File: config.mk
export PLATFORM = sky130hd
export DESIGN_NAME = sha256_block_sequencer_flat
export DESIGN_NICKNAME = d
export VERILOG_FILES = /design/src/rtl/sha256_pkg.sv /design/src/rtl/sha256_block_sequencer_if.sv /design/src/rtl/sha256_round_counter.sv /design/src/rtl/sha256_block_sequencer.sv /design/src/flat_wrapper.sv
export SDC_FILE = /design/constraint.sdc
export NUM_CORES = 1
export LEC_CHECK = 0
export ABC_AREA = 0
export CORE_MARGIN = 2
export CORE_UTILIZATION = 51
export DETAILED_ROUTE_END_ITERATION = 16
export PLACE_DENSITY = 0.84
export SYNTH_ARGS = -nofsm -noshare
export SYNTH_HDL_FRONTEND = slang
export SYNTH_SLANG_ARGS = --single-unit
File: constraint.sdc
create_clock -name clk -period 1.8 [get_ports clk]
set_input_delay 0.27 -clock clk [delete_from_list [all_inputs] [get_ports clk]]
set_output_delay 0.27 -clock clk [all_outputs]
set_load 0.005 [all_outputs]
File: src/rtl/sha256_pkg.sv
// Shared encodings and widths for the SHA-256 block sequencer and its round counter.
package sha256_pkg;
    localparam int ROUNDS_DEFAULT = 64;
    localparam int BSEL_W         = 2;
    localparam int IDX_W          = 6;
    localparam logic [BSEL_W-1:0] BLK_IV = 2'd0;

    typedef enum logic [2:0] {
        IDLE,
        REQ,
        INIT,
        RUN,
        FOLD,
        RESEED,
        DONE
    } state_t;
endpackage

File: src/rtl/sha256_block_sequencer_if.sv
// Control bundle between the sequencer, the mining top level, the loader and the datapath.
// The dbl input exists only when SHA_DOUBLE_HASH_EN is defined.
interface sha256_block_sequencer_if;
    import sha256_pkg::*;

    logic              start;
    logic [1:0]        nblocks;
`ifdef SHA_DOUBLE_HASH_EN
    logic              dbl;
`endif
    logic              blk_req;
    logic              blk_ack;
    logic              round_en;
    logic [IDX_W-1:0]  round_idx;
    logic              init_vars;
    logic [BSEL_W-1:0] block_sel;
    logic              busy;
    logic              done;

`ifdef SHA_DOUBLE_HASH_EN
    modport master (input start, nblocks, dbl, blk_ack,
                    output blk_req, round_en, round_idx, init_vars, block_sel, busy, done);
    modport slave  (output start, nblocks, dbl, blk_ack,
                    input blk_req, round_en, round_idx, init_vars, block_sel, busy, done);
`else
    modport master (input start, nblocks, blk_ack,
                    output blk_req, round_en, round_idx, init_vars, block_sel, busy, done);
    modport slave  (output start, nblocks, blk_ack,
                    input blk_req, round_en, round_idx, init_vars, block_sel, busy, done);
`endif
endinterface

File: src/rtl/sha256_round_counter.sv
// Round index counter: counts 0..ROUNDS-1 while enabled, wraps, flags the last round.
module sha256_round_counter
    import sha256_pkg::*;
#(
    parameter int ROUNDS = ROUNDS_DEFAULT
) (
    input  logic             clk,
    input  logic             rst,
    input  logic             en,
    input  logic             clr,
    output logic [IDX_W-1:0] idx,
    output logic             tc
);
    localparam logic [IDX_W-1:0] LAST = IDX_W'(ROUNDS - 1);

    assign tc = (idx == LAST);

    always_ff @(posedge clk) begin
        if (rst || clr)
            idx <= '0;
        else if (en)
            idx <= tc ? '0 : idx + 1'b1;
    end
endmodule

File: src/rtl/sha256_block_sequencer.sv
// Sequences request / init / rounds / fold for each block of one SHA-256 hash.
// Define SHA_DOUBLE_HASH_EN to add a second single-block pass over the first digest.
module sha256_block_sequencer
    import sha256_pkg::*;
#(
    parameter int ROUNDS     = ROUNDS_DEFAULT,
    parameter int MAX_BLOCKS = 3
) (
    input logic                      clk,
    input logic                      rst,
    sha256_block_sequencer_if.master bus
);
    localparam logic [BSEL_W-1:0] MAXB = BSEL_W'(MAX_BLOCKS);
    localparam logic [BSEL_W-1:0] ONE  = BSEL_W'(1);

    state_t            state;
    logic [BSEL_W-1:0] blk_cnt;
    logic [BSEL_W-1:0] nb_lat;
    logic              tc;
`ifdef SHA_DOUBLE_HASH_EN
    logic              dbl_pend;
`endif

    // round_en is registered, so the counter runs exactly while RUN is active
    sha256_round_counter #(.ROUNDS(ROUNDS)) u_rc (
        .clk (clk),
        .rst (rst),
        .en  (bus.round_en),
        .clr (state == INIT),
        .idx (bus.round_idx),
        .tc  (tc)
    );

    always_ff @(posedge clk) begin
        if (rst) begin
            state         <= IDLE;
            bus.blk_req   <= 1'b0;
            bus.round_en  <= 1'b0;
            bus.init_vars <= 1'b0;
            bus.block_sel <= BLK_IV;
            bus.busy      <= 1'b0;
            bus.done      <= 1'b0;
            blk_cnt       <= '0;
            nb_lat        <= '0;
`ifdef SHA_DOUBLE_HASH_EN
            dbl_pend      <= 1'b0;
`endif
        end else begin
            case (state)
                IDLE: begin
                    bus.block_sel <= BLK_IV;
                    if (bus.start) begin
                        nb_lat      <= (bus.nblocks == '0)  ? ONE  :
                                       (bus.nblocks > MAXB) ? MAXB : bus.nblocks;
                        blk_cnt     <= ONE;
                        bus.busy    <= 1'b1;
                        bus.blk_req <= 1'b1;
`ifdef SHA_DOUBLE_HASH_EN
                        dbl_pend    <= bus.dbl;
`endif
                        state       <= REQ;
                    end
                end
                REQ: begin
                    if (bus.blk_ack) begin
                        bus.blk_req   <= 1'b0;
                        bus.init_vars <= 1'b1;
                        state         <= INIT;
                    end
                end
                INIT: begin
                    bus.init_vars <= 1'b0;
                    bus.round_en  <= 1'b1;
                    state         <= RUN;
                end
                RUN: begin
                    if (tc) begin
                        bus.round_en  <= 1'b0;
                        bus.block_sel <= blk_cnt;
                        state         <= FOLD;
                    end
                end
                FOLD: begin
                    // block_sel keeps the folded block number until IDLE/RESEED
                    if (blk_cnt == nb_lat) begin
`ifdef SHA_DOUBLE_HASH_EN
                        if (dbl_pend) begin
                            dbl_pend      <= 1'b0;
                            bus.block_sel <= BLK_IV;
                            state         <= RESEED;
                        end else
`endif
                        begin
                            bus.done <= 1'b1;
                            state    <= DONE;
                        end
                    end else begin
                        blk_cnt     <= blk_cnt + 1'b1;
                        bus.blk_req <= 1'b1;
                        state       <= REQ;
                    end
                end
`ifdef SHA_DOUBLE_HASH_EN
                RESEED: begin
                    blk_cnt     <= ONE;
                    nb_lat      <= ONE;
                    bus.blk_req <= 1'b1;
                    state       <= REQ;
                end
`endif
                DONE: begin
                    bus.done      <= 1'b0;
                    bus.busy      <= 1'b0;
                    bus.block_sel <= BLK_IV;
                    state         <= IDLE;
                end
                default: state <= IDLE;
            endcase
        end
    end
endmodule

File: src/flat_wrapper.sv
// flat-port wrapper written by rule: the top's interface ports become plain ports
module sha256_block_sequencer_flat import sha256_pkg::*;
#(
    parameter int ROUNDS     = ROUNDS_DEFAULT,
    parameter int MAX_BLOCKS = 3
)
  (clk, rst, bus_start, bus_nblocks, bus_blk_ack, bus_blk_req, bus_round_en, bus_round_idx, bus_init_vars, bus_block_sel, bus_busy, bus_done);
  sha256_block_sequencer_if bus_i ();
  input logic clk;
  input logic rst;
  input wire logic [$bits(bus_i.start)-1:0] bus_start;
  input wire logic [$bits(bus_i.nblocks)-1:0] bus_nblocks;
  input wire logic [$bits(bus_i.blk_ack)-1:0] bus_blk_ack;
  output wire logic [$bits(bus_i.blk_req)-1:0] bus_blk_req;
  output wire logic [$bits(bus_i.round_en)-1:0] bus_round_en;
  output wire logic [$bits(bus_i.round_idx)-1:0] bus_round_idx;
  output wire logic [$bits(bus_i.init_vars)-1:0] bus_init_vars;
  output wire logic [$bits(bus_i.block_sel)-1:0] bus_block_sel;
  output wire logic [$bits(bus_i.busy)-1:0] bus_busy;
  output wire logic [$bits(bus_i.done)-1:0] bus_done;
  assign bus_i.start = bus_start;
  assign bus_i.nblocks = bus_nblocks;
  assign bus_i.blk_ack = bus_blk_ack;
  assign bus_blk_req = bus_i.blk_req;
  assign bus_round_en = bus_i.round_en;
  assign bus_round_idx = bus_i.round_idx;
  assign bus_init_vars = bus_i.init_vars;
  assign bus_block_sel = bus_i.block_sel;
  assign bus_busy = bus_i.busy;
  assign bus_done = bus_i.done;
  sha256_block_sequencer #(.ROUNDS(ROUNDS), .MAX_BLOCKS(MAX_BLOCKS)) u_core (.clk(clk), .rst(rst), .bus(bus_i));
endmodule
==> summary.md <==
| Metric | Value |
|---|---|
| CP top delay family | buffers and inverters |
| Reg2Reg Depth | 3 |
| Startpoint Class | register |
| CTS tree | yes |
| Worst path buffer plus inverter count | 1 |
| Pwr dens | 756 mW/mm2 |
| Chip width | 49.7 um |
| Area of the multi-input gates | 604 um2 |
| Max layer used | met4 |
| Vias per cell | 5.88 |
| Post-CTS Hold Fix Bufs | 0 |
| Slew @ Worst Pin | 0.576 ns |
| Die H | 49.7 um |
| Initial antenna violation count | 0 |
| Largest net degree at the start of global routing | 17 |
| Final Max Tran Viols | 0 |
| Final nets | 145 |
| Clock Latency Late Sink | 0.30 ns |
| Layout cell share with drive strength beyond 1 | 0.0735 |
| EDFF count, synth | 0 |
| Drt drc | 0 |
| Register area share after synthesis | 0.376 |
| Hold Vio Cnt, Final | 0 |
| Maximum VDD drop | 693 uV |
| Global-route wire length before repair | 3960 um |
| Post-Synthesis Cell Area | 0.00106 mm2 |
| Distinct cells, synth | 46 |
| Total Wirelength | 2300 um |
| TritonCTS buffer count | 3 |
| Yosys warning total | 0 |
| ANT cells | 0 |
| Met2 Routed Length | 1120 um |
| Detail Placement HPWL | 1640 um |
| Clk buf depth | 2 |
| Depth of the CTS H-tree | 1 |
| Post_cts resized | 0 |
| RR Endpoint | u_core.u_rc.idx[2]$_SDFFE_PP0P_ |
| Initial DRC Count | 22 |
| Port bufs | 18 |
| Worst path max stage delay | 0.57 ns |
| Levels on crit path | 1 |
| Area Growth Syn to Fin | 19.5% |
| All-layer global routing usage | 0.208 |
| Post-synthesis cell count | 119 |
| Drt pass-1 iters | 4 |
| Worst min path class | reg -> reg |
| Crit-path max FO | 10 |
| Leakage | 0.000450 uW |
| Met3 Wirelength | 90 um |
| GPL Wtd Cong | 0.789 |
| Max Fclk | 0.606 GHz |
| Max Cap Viol | 0 |
| Worst Path Arrival | 1.38 ns |
| Post-route non-filler standard cell count | 163 |
| Worst-path clk slew | 0.11 ns |
| Final setup fails | 0 |
| Syn_nets | 126 |
| Post-CTS setup buffers | 0 |
| Per-cell routed wire length | 14.1 um |
| End of the critical path | bus_round_en |
| Mean Syn Cell Area | 8.94 um2 |
| Initial Utilization | 0.542 |
| Kind of critical path | reg -> out |
| Final Cycle Share | 0.916 |
| Vias in the first global route | 886 |
| Core ar. | 0.00196 mm2 |
| Crit. End Element | output pin |
| Top Ports | 19 |
| Worst slew margin | 0.615 |
| Clk Tree Root Cell | clkbuf_4 |
| Sum Neg Setup Slack | 0 ns |
| Worst path slowest cell | clkdlybuf4s50_1 |
| Std cell rows | 16 |
| Reg2reg start | u_core.state[1]$_SDFFE_PP0P_ |
| Die area | 0.00247 mm2 |
| Tmin final | 1.65 ns |
| R2R setup slack | 0.28 ns |
| Post-route met1 wirelength | 1040 um |
| Required @ worst endpoint | 1.53 ns |
| Grt total ovfl | 0 |
| Dpl cells | 160 |
| Worst Setup SP | u_core.bus.round_en$_SDFFE_PP0P_ |
| DR vias | 958 |
| FF+latch count, synth | 20 |
| Fillers | 195 |
| CTS Sinks | 20 |
| Main synth FF type | dfxtp_1 |
| RSZ-0062 raised after global routing | no |
| Critical path cell sequence | clkdlybuf4s50_1 |
| Clock Skew | 0.00234 ns |
| ANT nets after route | 0 |
| Register area | 400 um2 |
| Post-synthesis async set-or-reset flop share | 0 |
| Status | completed |
[through the flow]
| step | hold slack [ns] | total power [uW] | util | instance area, um2 | setup WS (ns) |
|---|---|---|---|---|---|
| floorplan | 0.374 | 685 | - | 1060 | 0.445 |
| global placement | 0.447 | 748 | 0.636 | 1250 | 0.248 |
| detailed placement | 0.463 | 756 | 0.636 | 1250 | 0.0863 |
| CTS | 0.478 | 962 | 0.648 | 1270 | 0.139 |
| global route | 0.500 | 1020 | 0.648 | 1270 | 0.0607 |
| finish | 0.477 | 961 | 0.648 | 1270 | 0.151 |
[sequential cells by signal (all words and copies together) (netlist names)]
register              flops
u_core.state              3
u_core.bus.round_en       1
u_core.blk_cnt            2
u_core.bus.block_sel      2
u_core.bus.init_vars      1
u_core.u_rc.idx           6
u_core.bus.done           1
u_core.bus.blk_req        1
u_core.nb_lat             2
u_core.bus.busy           1
[final cells by class]
type                    count  area share
multi-input cells          88       0.475
flip-flops and latches     20       0.315
repair buffers             19       0.148
well taps                  27      0.0266
clock buffers               3      0.0177
inverters                   6      0.0177
[cell families after synthesis]
family          share of synthesized area
mux                                0.0282
compound gates                      0.205
flops                               0.376
simple gates                        0.266
fa+ha+maj                          0.0118
buf+inv                            0.0553
xor+xnor                           0.0576
[how the worst min path moves through the flow]
stage / from / end / slack (ns) / cells after the start
finish: u_core.bus.block_sel[1]$_SDFFE_PP0P_ / u_core.bus.block_sel[1]$_SDFFE_PP0P_ / 0.48 / 2
global route: u_core.bus.block_sel[0]$_SDFFE_PP0P_ / u_core.bus.block_sel[0]$_SDFFE_PP0P_ / 0.50 / 2
global placement: u_core.bus.block_sel[0]$_SDFFE_PP0P_ / u_core.bus.block_sel[0]$_SDFFE_PP0P_ / 0.45 / 2
floorplan: rst / u_core.bus.block_sel[0]$_SDFFE_PP0P_ / 0.37 / 1
detailed placement: u_core.bus.block_sel[1]$_SDFFE_PP0P_ / u_core.bus.block_sel[1]$_SDFFE_PP0P_ / 0.46 / 2
CTS: u_core.bus.block_sel[1]$_SDFFE_PP0P_ / u_core.bus.block_sel[1]$_SDFFE_PP0P_ / 0.48 / 2
[cell usage after synthesis (all sizes together) (2+ instances only)]
cell type  instances  share of area
a211oi             2          0.014
a21oi              4          0.019
a311oi             2          0.016
a31oi              4          0.024
and2               2          0.014
buf                4          0.031
dfxtp             20           0.38
inv                6          0.021
mux2i              3          0.028
nand2              8          0.028
nand2b             4          0.024
nand3              5          0.028
nand4              4          0.024
nor2               8          0.028
nor2b              3          0.018
nor3b              3          0.026
o21ai              6          0.028
o41ai              2          0.016
or3                2          0.012
xnor2              2          0.016
xor2               5          0.041
[where the power goes]
part	switching [uW]	internal, uW
clock network	133	78.1
registers	69.6	478
logic	89.9	113
total	292	668
[cell usage in the layout (no fill, tap or decap), drive strengths merged, types with 2 or more instances in the layout]
master / n
and2: 2
a211oi: 2
nor2: 8
a21oi: 4
a31oi: 4
nand4: 4
o41ai: 2
nand3: 5
nand2b: 4
or3: 2
clkdlybuf4s50: 18
dfxtp: 20
xor2: 5
nor2b: 3
clkbuf: 3
o21ai: 6
xnor2: 2
mux2i: 3
nor3b: 3
inv: 6
a311oi: 2
nand2: 8
[metal layers]
metal | vias to the layer above | global-route usage
li1 | 476 | -
met1 | 461 | 0.253
met2 | 15 | 0.331
met5 | - | 0
met4 | 0 | 0.0880
met3 | 6 | 0.0727
No activity file was read; power rests on OpenSTA's default activity.
